--- config.mk ---
export PLATFORM = sky130hd
export DESIGN_NAME = push_button_debounce
export DESIGN_NICKNAME = d
export VERILOG_FILES = /design/src/rtl/push_button_debounce.sv
export SDC_FILE = /design/constraint.sdc
export NUM_CORES = 1
export LEC_CHECK = 0
export CORE_ASPECT_RATIO = 1.25
export CORE_MARGIN = 1.5
export CORE_UTILIZATION = 55
export CTS_CLUSTER_DIAMETER = 120
export DETAILED_ROUTE_END_ITERATION = 8
export HOLD_SLACK_MARGIN = 0.05
export PLACE_DENSITY = 0.72
export SYNTH_ARGS = -nofsm -noshare
export SYNTH_HDL_FRONTEND = slang
export SYNTH_SLANG_ARGS = --single-unit
--- constraint.sdc ---
create_clock -name clk_5MHz -period 6.15 [get_ports clk_5MHz]
set_input_delay 1.23 -clock clk_5MHz [delete_from_list [all_inputs] [get_ports clk_5MHz]]
set_output_delay 1.23 -clock clk_5MHz [all_outputs]
set_load 0.01 [all_outputs]
--- src/rtl/push_button_debounce.sv ---
// Two-flop synchroniser and debounce FSM for the time-setting push button.
// Auto-repeat pulses on o_repeat are built only when PUSH_BUTTON_AUTO_REPEAT_EN is defined.
module push_button_debounce #(
  parameter int unsigned DEBOUNCE_CYCLES   = 100000,
  parameter int unsigned LONG_PRESS_CYCLES = 5000000,
  parameter int unsigned REPEAT_CYCLES     = 1000000
) (
  input  logic clk_5MHz,
  input  logic i_rst_n,
  input  logic i_push_button,
  output logic o_level,
  output logic o_press,
  output logic o_release,
  output logic o_long,
  output logic o_repeat
);

  localparam int unsigned MAX_DL = (DEBOUNCE_CYCLES > LONG_PRESS_CYCLES) ?
                                   DEBOUNCE_CYCLES : LONG_PRESS_CYCLES;
`ifdef PUSH_BUTTON_AUTO_REPEAT_EN
  localparam int unsigned MAX_CYC = (REPEAT_CYCLES > MAX_DL) ? REPEAT_CYCLES : MAX_DL;
`else
  localparam int unsigned MAX_CYC = MAX_DL;
`endif
  localparam int unsigned CW = $clog2(MAX_CYC + 32'd1);

  localparam logic [CW-1:0] CNT_ZERO = {CW{1'b0}};
  localparam logic [CW-1:0] CNT_ONE  = CW'(32'd1);
  localparam logic [CW-1:0] DB_LIM   = CW'(DEBOUNCE_CYCLES);
  localparam logic [CW-1:0] LONG_LIM = CW'(LONG_PRESS_CYCLES);
  localparam logic [CW-1:0] LONG_THR = CW'(LONG_PRESS_CYCLES - 32'd1);
`ifdef PUSH_BUTTON_AUTO_REPEAT_EN
  localparam logic [CW-1:0] REP_LIM  = CW'(REPEAT_CYCLES);
  localparam logic [CW-1:0] REP_THR  = CW'(REPEAT_CYCLES - 32'd1);
`endif

  typedef enum logic [1:0] {
    IDLE     = 2'd0,
    PRESS_DB = 2'd1,
    HELD     = 2'd2,
    LONG     = 2'd3
  } state_t;

  // Counters stop at their limit instead of wrapping.
  function automatic logic [CW-1:0] sat_inc(input logic [CW-1:0] v, input logic [CW-1:0] lim);
    logic [CW-1:0] r;
    if (v >= lim) begin
      r = lim;
    end else begin
      r = v + CNT_ONE;
    end
    return r;
  endfunction

  logic          sync1_q, sync2_q;
  state_t        state_q, state_d;
  logic [CW-1:0] db_cnt_q, db_cnt_d;
  logic [CW-1:0] hold_cnt_q, hold_cnt_d;
  logic [CW-1:0] rel_cnt_q, rel_cnt_d;
  logic          level_q, level_d;
  logic          press_q, press_d;
  logic          release_q, release_d;
  logic          long_q, long_d;
`ifdef PUSH_BUTTON_AUTO_REPEAT_EN
  logic [CW-1:0] rep_cnt_q, rep_cnt_d;
  logic          repeat_q, repeat_d;
`endif

  // The raw button is asynchronous; only sync2_q is seen by the FSM.
  always_ff @(posedge clk_5MHz or negedge i_rst_n) begin
    if (!i_rst_n) begin
      sync1_q <= 1'b0;
      sync2_q <= 1'b0;
    end else begin
      sync1_q <= i_push_button;
      sync2_q <= sync1_q;
    end
  end

  always_ff @(posedge clk_5MHz or negedge i_rst_n) begin
    if (!i_rst_n) begin
      state_q    <= IDLE;
      db_cnt_q   <= CNT_ZERO;
      hold_cnt_q <= CNT_ZERO;
      rel_cnt_q  <= CNT_ZERO;
      level_q    <= 1'b0;
      press_q    <= 1'b0;
      release_q  <= 1'b0;
      long_q     <= 1'b0;
    end else begin
      state_q    <= state_d;
      db_cnt_q   <= db_cnt_d;
      hold_cnt_q <= hold_cnt_d;
      rel_cnt_q  <= rel_cnt_d;
      level_q    <= level_d;
      press_q    <= press_d;
      release_q  <= release_d;
      long_q     <= long_d;
    end
  end

`ifdef PUSH_BUTTON_AUTO_REPEAT_EN
  always_ff @(posedge clk_5MHz or negedge i_rst_n) begin
    if (!i_rst_n) begin
      rep_cnt_q <= CNT_ZERO;
      repeat_q  <= 1'b0;
    end else begin
      rep_cnt_q <= rep_cnt_d;
      repeat_q  <= repeat_d;
    end
  end
`endif

  // Release completion is checked before the long/repeat thresholds so it always wins.
  always_comb begin
    state_d    = state_q;
    db_cnt_d   = db_cnt_q;
    hold_cnt_d = hold_cnt_q;
    rel_cnt_d  = rel_cnt_q;
    level_d    = level_q;
    press_d    = 1'b0;
    release_d  = 1'b0;
    long_d     = 1'b0;
`ifdef PUSH_BUTTON_AUTO_REPEAT_EN
    rep_cnt_d  = rep_cnt_q;
    repeat_d   = 1'b0;
`endif
    case (state_q)
      IDLE: begin
        level_d    = 1'b0;
        hold_cnt_d = CNT_ZERO;
        rel_cnt_d  = CNT_ZERO;
        if (sync2_q) begin
          state_d  = PRESS_DB;
          db_cnt_d = CNT_ONE;
        end else begin
          state_d  = IDLE;
          db_cnt_d = CNT_ZERO;
        end
      end
      PRESS_DB: begin
        if (!sync2_q) begin
          state_d  = IDLE;
          db_cnt_d = CNT_ZERO;
        end else if (db_cnt_q >= DB_LIM) begin
          state_d    = HELD;
          db_cnt_d   = CNT_ZERO;
          hold_cnt_d = CNT_ZERO;
          rel_cnt_d  = CNT_ZERO;
          level_d    = 1'b1;
          press_d    = 1'b1;
        end else begin
          db_cnt_d = sat_inc(db_cnt_q, DB_LIM);
        end
      end
      HELD: begin
        hold_cnt_d = sat_inc(hold_cnt_q, LONG_LIM);
        rel_cnt_d  = sync2_q ? CNT_ZERO : sat_inc(rel_cnt_q, DB_LIM);
        if (!sync2_q && (rel_cnt_q >= DB_LIM)) begin
          state_d    = IDLE;
          level_d    = 1'b0;
          release_d  = 1'b1;
          hold_cnt_d = CNT_ZERO;
          rel_cnt_d  = CNT_ZERO;
        end else if (hold_cnt_q >= LONG_THR) begin
          state_d = LONG;
          long_d  = 1'b1;
`ifdef PUSH_BUTTON_AUTO_REPEAT_EN
          rep_cnt_d = CNT_ZERO;
          repeat_d  = 1'b1;
`endif
        end else begin
          state_d = HELD;
        end
      end
      LONG: begin
        rel_cnt_d = sync2_q ? CNT_ZERO : sat_inc(rel_cnt_q, DB_LIM);
        if (!sync2_q && (rel_cnt_q >= DB_LIM)) begin
          state_d    = IDLE;
          level_d    = 1'b0;
          release_d  = 1'b1;
          hold_cnt_d = CNT_ZERO;
          rel_cnt_d  = CNT_ZERO;
        end else begin
          state_d = LONG;
`ifdef PUSH_BUTTON_AUTO_REPEAT_EN
          if (rep_cnt_q >= REP_THR) begin
            rep_cnt_d = CNT_ZERO;
            repeat_d  = 1'b1;
          end else begin
            rep_cnt_d = sat_inc(rep_cnt_q, REP_LIM);
          end
`endif
        end
      end
      default: begin
        state_d    = IDLE;
        db_cnt_d   = CNT_ZERO;
        hold_cnt_d = CNT_ZERO;
        rel_cnt_d  = CNT_ZERO;
        level_d    = 1'b0;
      end
    endcase
  end

  assign o_level   = level_q;
  assign o_press   = press_q;
  assign o_release = release_q;
  assign o_long    = long_q;
`ifdef PUSH_BUTTON_AUTO_REPEAT_EN
  assign o_repeat  = repeat_q;
`else
  assign o_repeat  = 1'b0 && (REPEAT_CYCLES != 32'd0);
`endif

endmodule
# == Yosys cells after proc, flatten, opt, wreduce, memory -nomap -nowiden ==
# Index checks and enable logic that the tools add are counted.
# totals
register_bits,77
in_bits,3
output_inout_bits,5
elab_cells,66
# classes
add_sub_neg,3
n_lt_le_gt_ge,4
n_eq_ne,8
n_mux,33
reduce_logical,8
# op_table
operator,n
23-bit two-way mux,10
23-bit case mux with 4 select lines,1
23-bit by 1-bit adder with 23-bit output (second input constant),3
23-bit case mux with 3 select lines,1
23-bit by 17-bit >= comparator with 1-bit output (second input constant),2
23-bit >= comparator (second input constant),2
23-bit case mux with 2 select lines,1
1-bit two-way mux,14
2-bit two-way mux,4
2-bit case mux with 4 select lines,1
2-bit != test (second input constant),3
3-bit AND reduction,2
2-bit == test (second input constant),2
3-bit != test (second input constant),1
1-bit case mux with 3 select lines,1
2-bit by 1-bit == test with 1-bit output (second input constant),1
2-bit logical NOT,1
2-bit by 1-bit != test with 1-bit output (second input constant),1
2-bit AND reduction,1
2-bit nonzero test,1
2-bit OR reduction,1
1-bit logical AND,1
1-bit logical NOT,1

# == Depth between registers and ports, before layout ==
# depth
depth_word,5
ltp_mapped,9
ltp_nobuf,7

# == Worst setup path after synthesis ==
# Ideal clock, no wire load.
# synth_timing
path_kind,reg2reg
from,register rel_cnt_q[12]
to,register hold_cnt_q[12]
t_arrival_ps,2196
required_ps,6086
slack_ps,3890
stages_incl_launch_ff,9
path_buffers,2
synth_period_minus_slack_ps,2260
path_cell_list,dfrtp_1 nor4_1 o21ai_1 a221oi_4 or4b_1 buf_2 buf_6 nor4_2 a21o_1
# synth_between
elab_chain_len,4
elab_cells_between_ends,6
cone_classes,order compare: 1; eq/ne: 1; mux: 2; reduce/logical: 2
# synth_lines
element,line_no,rtl
from (decl),59,"logic [CW-1:0] rel_cnt_q, rel_cnt_d;"
from (signal assigned),94,rel_cnt_q <= rel_cnt_d;
23-bit by 17-bit >= comparator with 1-bit output (*),"159, 178",
1-bit logical AND (*),"159, 178",
23-bit two-way mux / 2-bit != test (equally long branches),--,
23-bit case mux with 4 select lines / 3-bit AND reduction (equally long branches),--,
to (signal assigned),93,hold_cnt_q <= hold_cnt_d;
to (decl),58,"logic [CW-1:0] hold_cnt_q, hold_cnt_d;"
# Every way passes the cells marked *; elsewhere a longest branch is shown, timed or not.
# A chain may end at the register's enable or synchronous reset.

# == Worst setup path in the final report ==
# layout_timing
from,register state_q[1]
to,register hold_cnt_q[10]
# layout_between
elab_chain_len,3
elab_cells_between_ends,9
cone_classes,eq/ne: 6; mux: 1; reduce/logical: 2
# layout_lines
element,line_no,rtl
from (decl),56,"state_t state_q, state_d;"
from (signal assigned),91,state_q <= state_d;
2-bit == test / 2-bit by 1-bit == test with 1-bit output (equally long branches),128,case (state_q)
2-bit != test (no source line),--,
3-bit AND reduction (no source line),--,
# Several ways; a longest one is shown, not always the timed one.

==> flow_summary.yaml <==
clocking:
  cts_tree: "built"
  insertion_delay_ps: 350
  tritoncts_num_sinks: 77
  cts_inserted_buffers: 9
  postCtsSetupBuffers: 0
  clockRootBuffer: "clkbuf_8"
  cts_hold_repair.buffers: 0
  clkTransAtPathRegs_ps: 80
  buffers_from_clock_root_to_sink_at_most: 2
  cts.repair.resized: 0
  ctsHtreeMaxLevel: 3
sta:
  max-slew-margin-rel_pct: 36.3
  shortest_period_the_worst_path_allows_ps: 2790
  slew_of_the_pin_with_the_lowest_slew_margin_ps: 955
  hold_violations: 0
  fin_worst_skew_ps: 7.65
  final_max_slew_viol_count: 0
  min_period_over_period_pct: 45.3
  finalSetupViolations: 0
  setup_ws_ps: 3360
  fmax_mhz: 359
  totalNegativeSetupSlack_ps: 0
  setup_repair_after_global_routing_missed_its_margin: "no"
drt:
  met3_length_um: 292
  remaining_drc_errors: 0
  drt.antenna.violating_nets: 0
  met2RoutedLength_um: 4170
  drt-pass1-iter-count: 4
  via_count: 3407
  drt_first_iter_violations: 206
  wl_met1_um: 4130
  via_per_inst: 6.17
  wire_per_inst_um: 15.8
  detail_route.wirelength_um: 8720
  maxUsedRoutingLayer: "met4"
layout:
  area.growth.synth_to_final_pct: 7.04
  n_fill_cell: 623
  post-route-cell-area_sq_um: 4410
  fin_util_pct: 60.4
  layout_common_cells: "dfrtp_1 (77), o21ai_0 (48), nor2_1 (46)"
  antenna_cells: 0
  layout-drive-gt1-share_pct: 6.30
  fin_nets: 465
  mostFrequentLayoutCell: "dfrtp_1"
synth:
  netlist_area_sq_um: 4120
  synth_area_leaders: "dfrtp_1 (47%), o21ai_0 (5.8%), nor2_1 (4.2%), nand2_1 (3.9%), and3_1 (3.3%)"
  post_synth_and_or_nand_nor_area_fraction_pct: 26.1
  synth_largest_area_cell: "dfrtp_1"
  post_synthesis_instance_total: 455
  postSynth.topFlopCell: "dfrtp_1"
  synth_xor_area_share_pct: 1.91
  synth_compound_area_share_pct: 19.1
  number_of_synthesized_flops_with_an_enable_pin: 0
  synthArstFlopShare_pct: 100
  post_synth_top_area_share_pct: 46.7
  portion_of_netlist_area_occupied_by_mux_cells_pct: 0.758
  largest_family_of_logic_cells_by_synthesized_area: "simple AND/OR/NAND/NOR gates"
  seq_total_area_yosys_pct: 46.7
  synthesis.nets: 464
  synth.avg_cell_area_sq_um: 9.06
  yosys_warnings: 0
  post_synth_num_cell_types: 52
  synth-adder-area-share_pct: 1.82
  ys_seq_elements: 77
worst_setup_path:
  critical_path_arrival_ps: 3090
  crit_path_top_delay_cell: "or4b_1"
  timing.critical_path.max_delay_family: "compound AO/OA/AOI/OAI gates"
  crit_fanout: 26
  cp_num_buf_inv: 1
  start_kind: "flop"
  worst_setup_path_category: "reg -> reg"
  timing.critical_path.cells: "clkinv_1, a221oi_4, or4b_1, o21ai_0, a21o_1"
  endpoint_kind: "flop"
  worstPathRequired_ps: 6450
  crit_path_max_incr_delay_ps: 870
  setup_slack_of_the_worst_register_to_register_path_ps: 3360
global_routing:
  grtUsageTotal_pct: 23.9
  grt_start_max_net_pins: 78
  grt_antenna_before_repair: 0
  grt_pass1_vias: 3204
  first_pass_grt_wire_length_um: 15000
  grt-ovfl-total: 0
floorplanning:
  die-area_sq_um: 8030
  floorplan.die.width_um: 80.5
  placeableCoreArea_sq_um: 7310
  initial_utilization_pct: 56.4
  die_height_um: 99.8
  row_count: 35
  io_pins: 8
min_path:
  min-delay-path-class: "reg -> reg"
pwr:
  static-leakage-power_nw: 2.01
  worst_ir_drop_on_vdd_uv: 184
  pwr_cell_area_nw_per_um2: 216
place:
  placement.cell_area_sq_um: 4220
  rd_place_congestion: 0.873
  detailedPlace.worstSlack_ps: 3360
  io_buffer_count: 6
  hpwl_um: 5770
outcome:
  outcome: "complete, no violations"
run:
  cap_violations: 0
[report_power, final]
part / switching [mW] / internal, mW / total, mW / leakage [nW]
logic: 0.0474 / 0.0157 / 0.0631 / 0.841
registers: 0.00468 / 0.509 / 0.514 / 1.07
clock network: 0.182 / 0.196 / 0.378 / 0.0992
total: 0.234 / 0.721 / 0.955 / 2.01
[flip-flops by register name, summed over array words and instances (netlist names)]
register	cells
db_cnt_q	23
hold_cnt_q	23
o_level	1
o_long	1
o_press	1
o_release	1
rel_cnt_q	23
state_q	2
sync1_q	1
sync2_q	1
[Yosys cell counts (9+ instances only)]
master    number
dfrtp_1       77
o21ai_0       48
nor2_1        46
nand2_1       43
and3_1        22
a21o_1        17
a31oi_1       16
clkbuf_1      14
inv_1         14
nand3_1       14
nor3_1        14
a21oi_1       12
and2_1        11
nand4_1       11
and4_1         9
[logic make-up (layout without fill, tap and decap cells)]
| logic type | count (synthesis) | in the layout |
|---|---|---|
| XOR/XNOR | 9 | 9 |
| AO/OA/AOI/OAI | 123 | 123 |
| adder cells (fa/ha/maj) | 6 | 6 |
| AND/OR/NAND/NOR | 203 | 203 |
| other | 1 | 1 |
| buffers and inverters | 33 | 38 |
| flip-flops | 77 | 77 |
| multiplexers | 3 | 3 |
[metal layers]
metal	vias to the layer above	GRT usage [%]
li1	1660	-
met1	1666	32.2
met2	67	38.4
met3	14	4.91
met4	0	7.69
met5	-	0
[worst register-to-register path: stages, from the launching register on]
cell      delay, ps
dfrtp_1         580
clkinv_1        400
a221oi_4        430
or4b_1          870
o21ai_0         320
a21o_1          140
[path summary, 6_finish.rpt]
check | start | to | depth (start not counted)
worst max-delay path | state_q[1] | hold_cnt_q[10] | 5
min in group asynchronous | i_rst_n | db_cnt_q[19] | 1
max in group asynchronous | i_rst_n | rel_cnt_q[21] | 1
worst min register to register | sync1_q | sync2_q | 0
worst min-delay path | sync1_q | sync2_q | 0
worst max register to register | state_q[1] | hold_cnt_q[10] | 5
[final cells by class]
type                       count  area (sq um)  share of cell area, %
tap                           92           115                   2.61
clock buffer                  11           141                   3.20
multi-input combinational    345          2050                   46.5
sequential                    77          1930                   43.7
clock inverter                 4          48.8                   1.11
timing repair buffer           8          72.6                   1.64
inverter                      15          56.3                   1.28
[through the flow]
step | hold slack (ps) | instances | power (mW)
floorplan | 331 | 455 | 0.561
global placement | 333 | 537 | 0.586
detailed placement | 337 | 537 | 0.588
CTS | 354 | 552 | 0.963
global route | 372 | 552 | 0.995
finish | 352 | 552 | 0.955
Note: power is estimated with default switching activity, not from simulation.
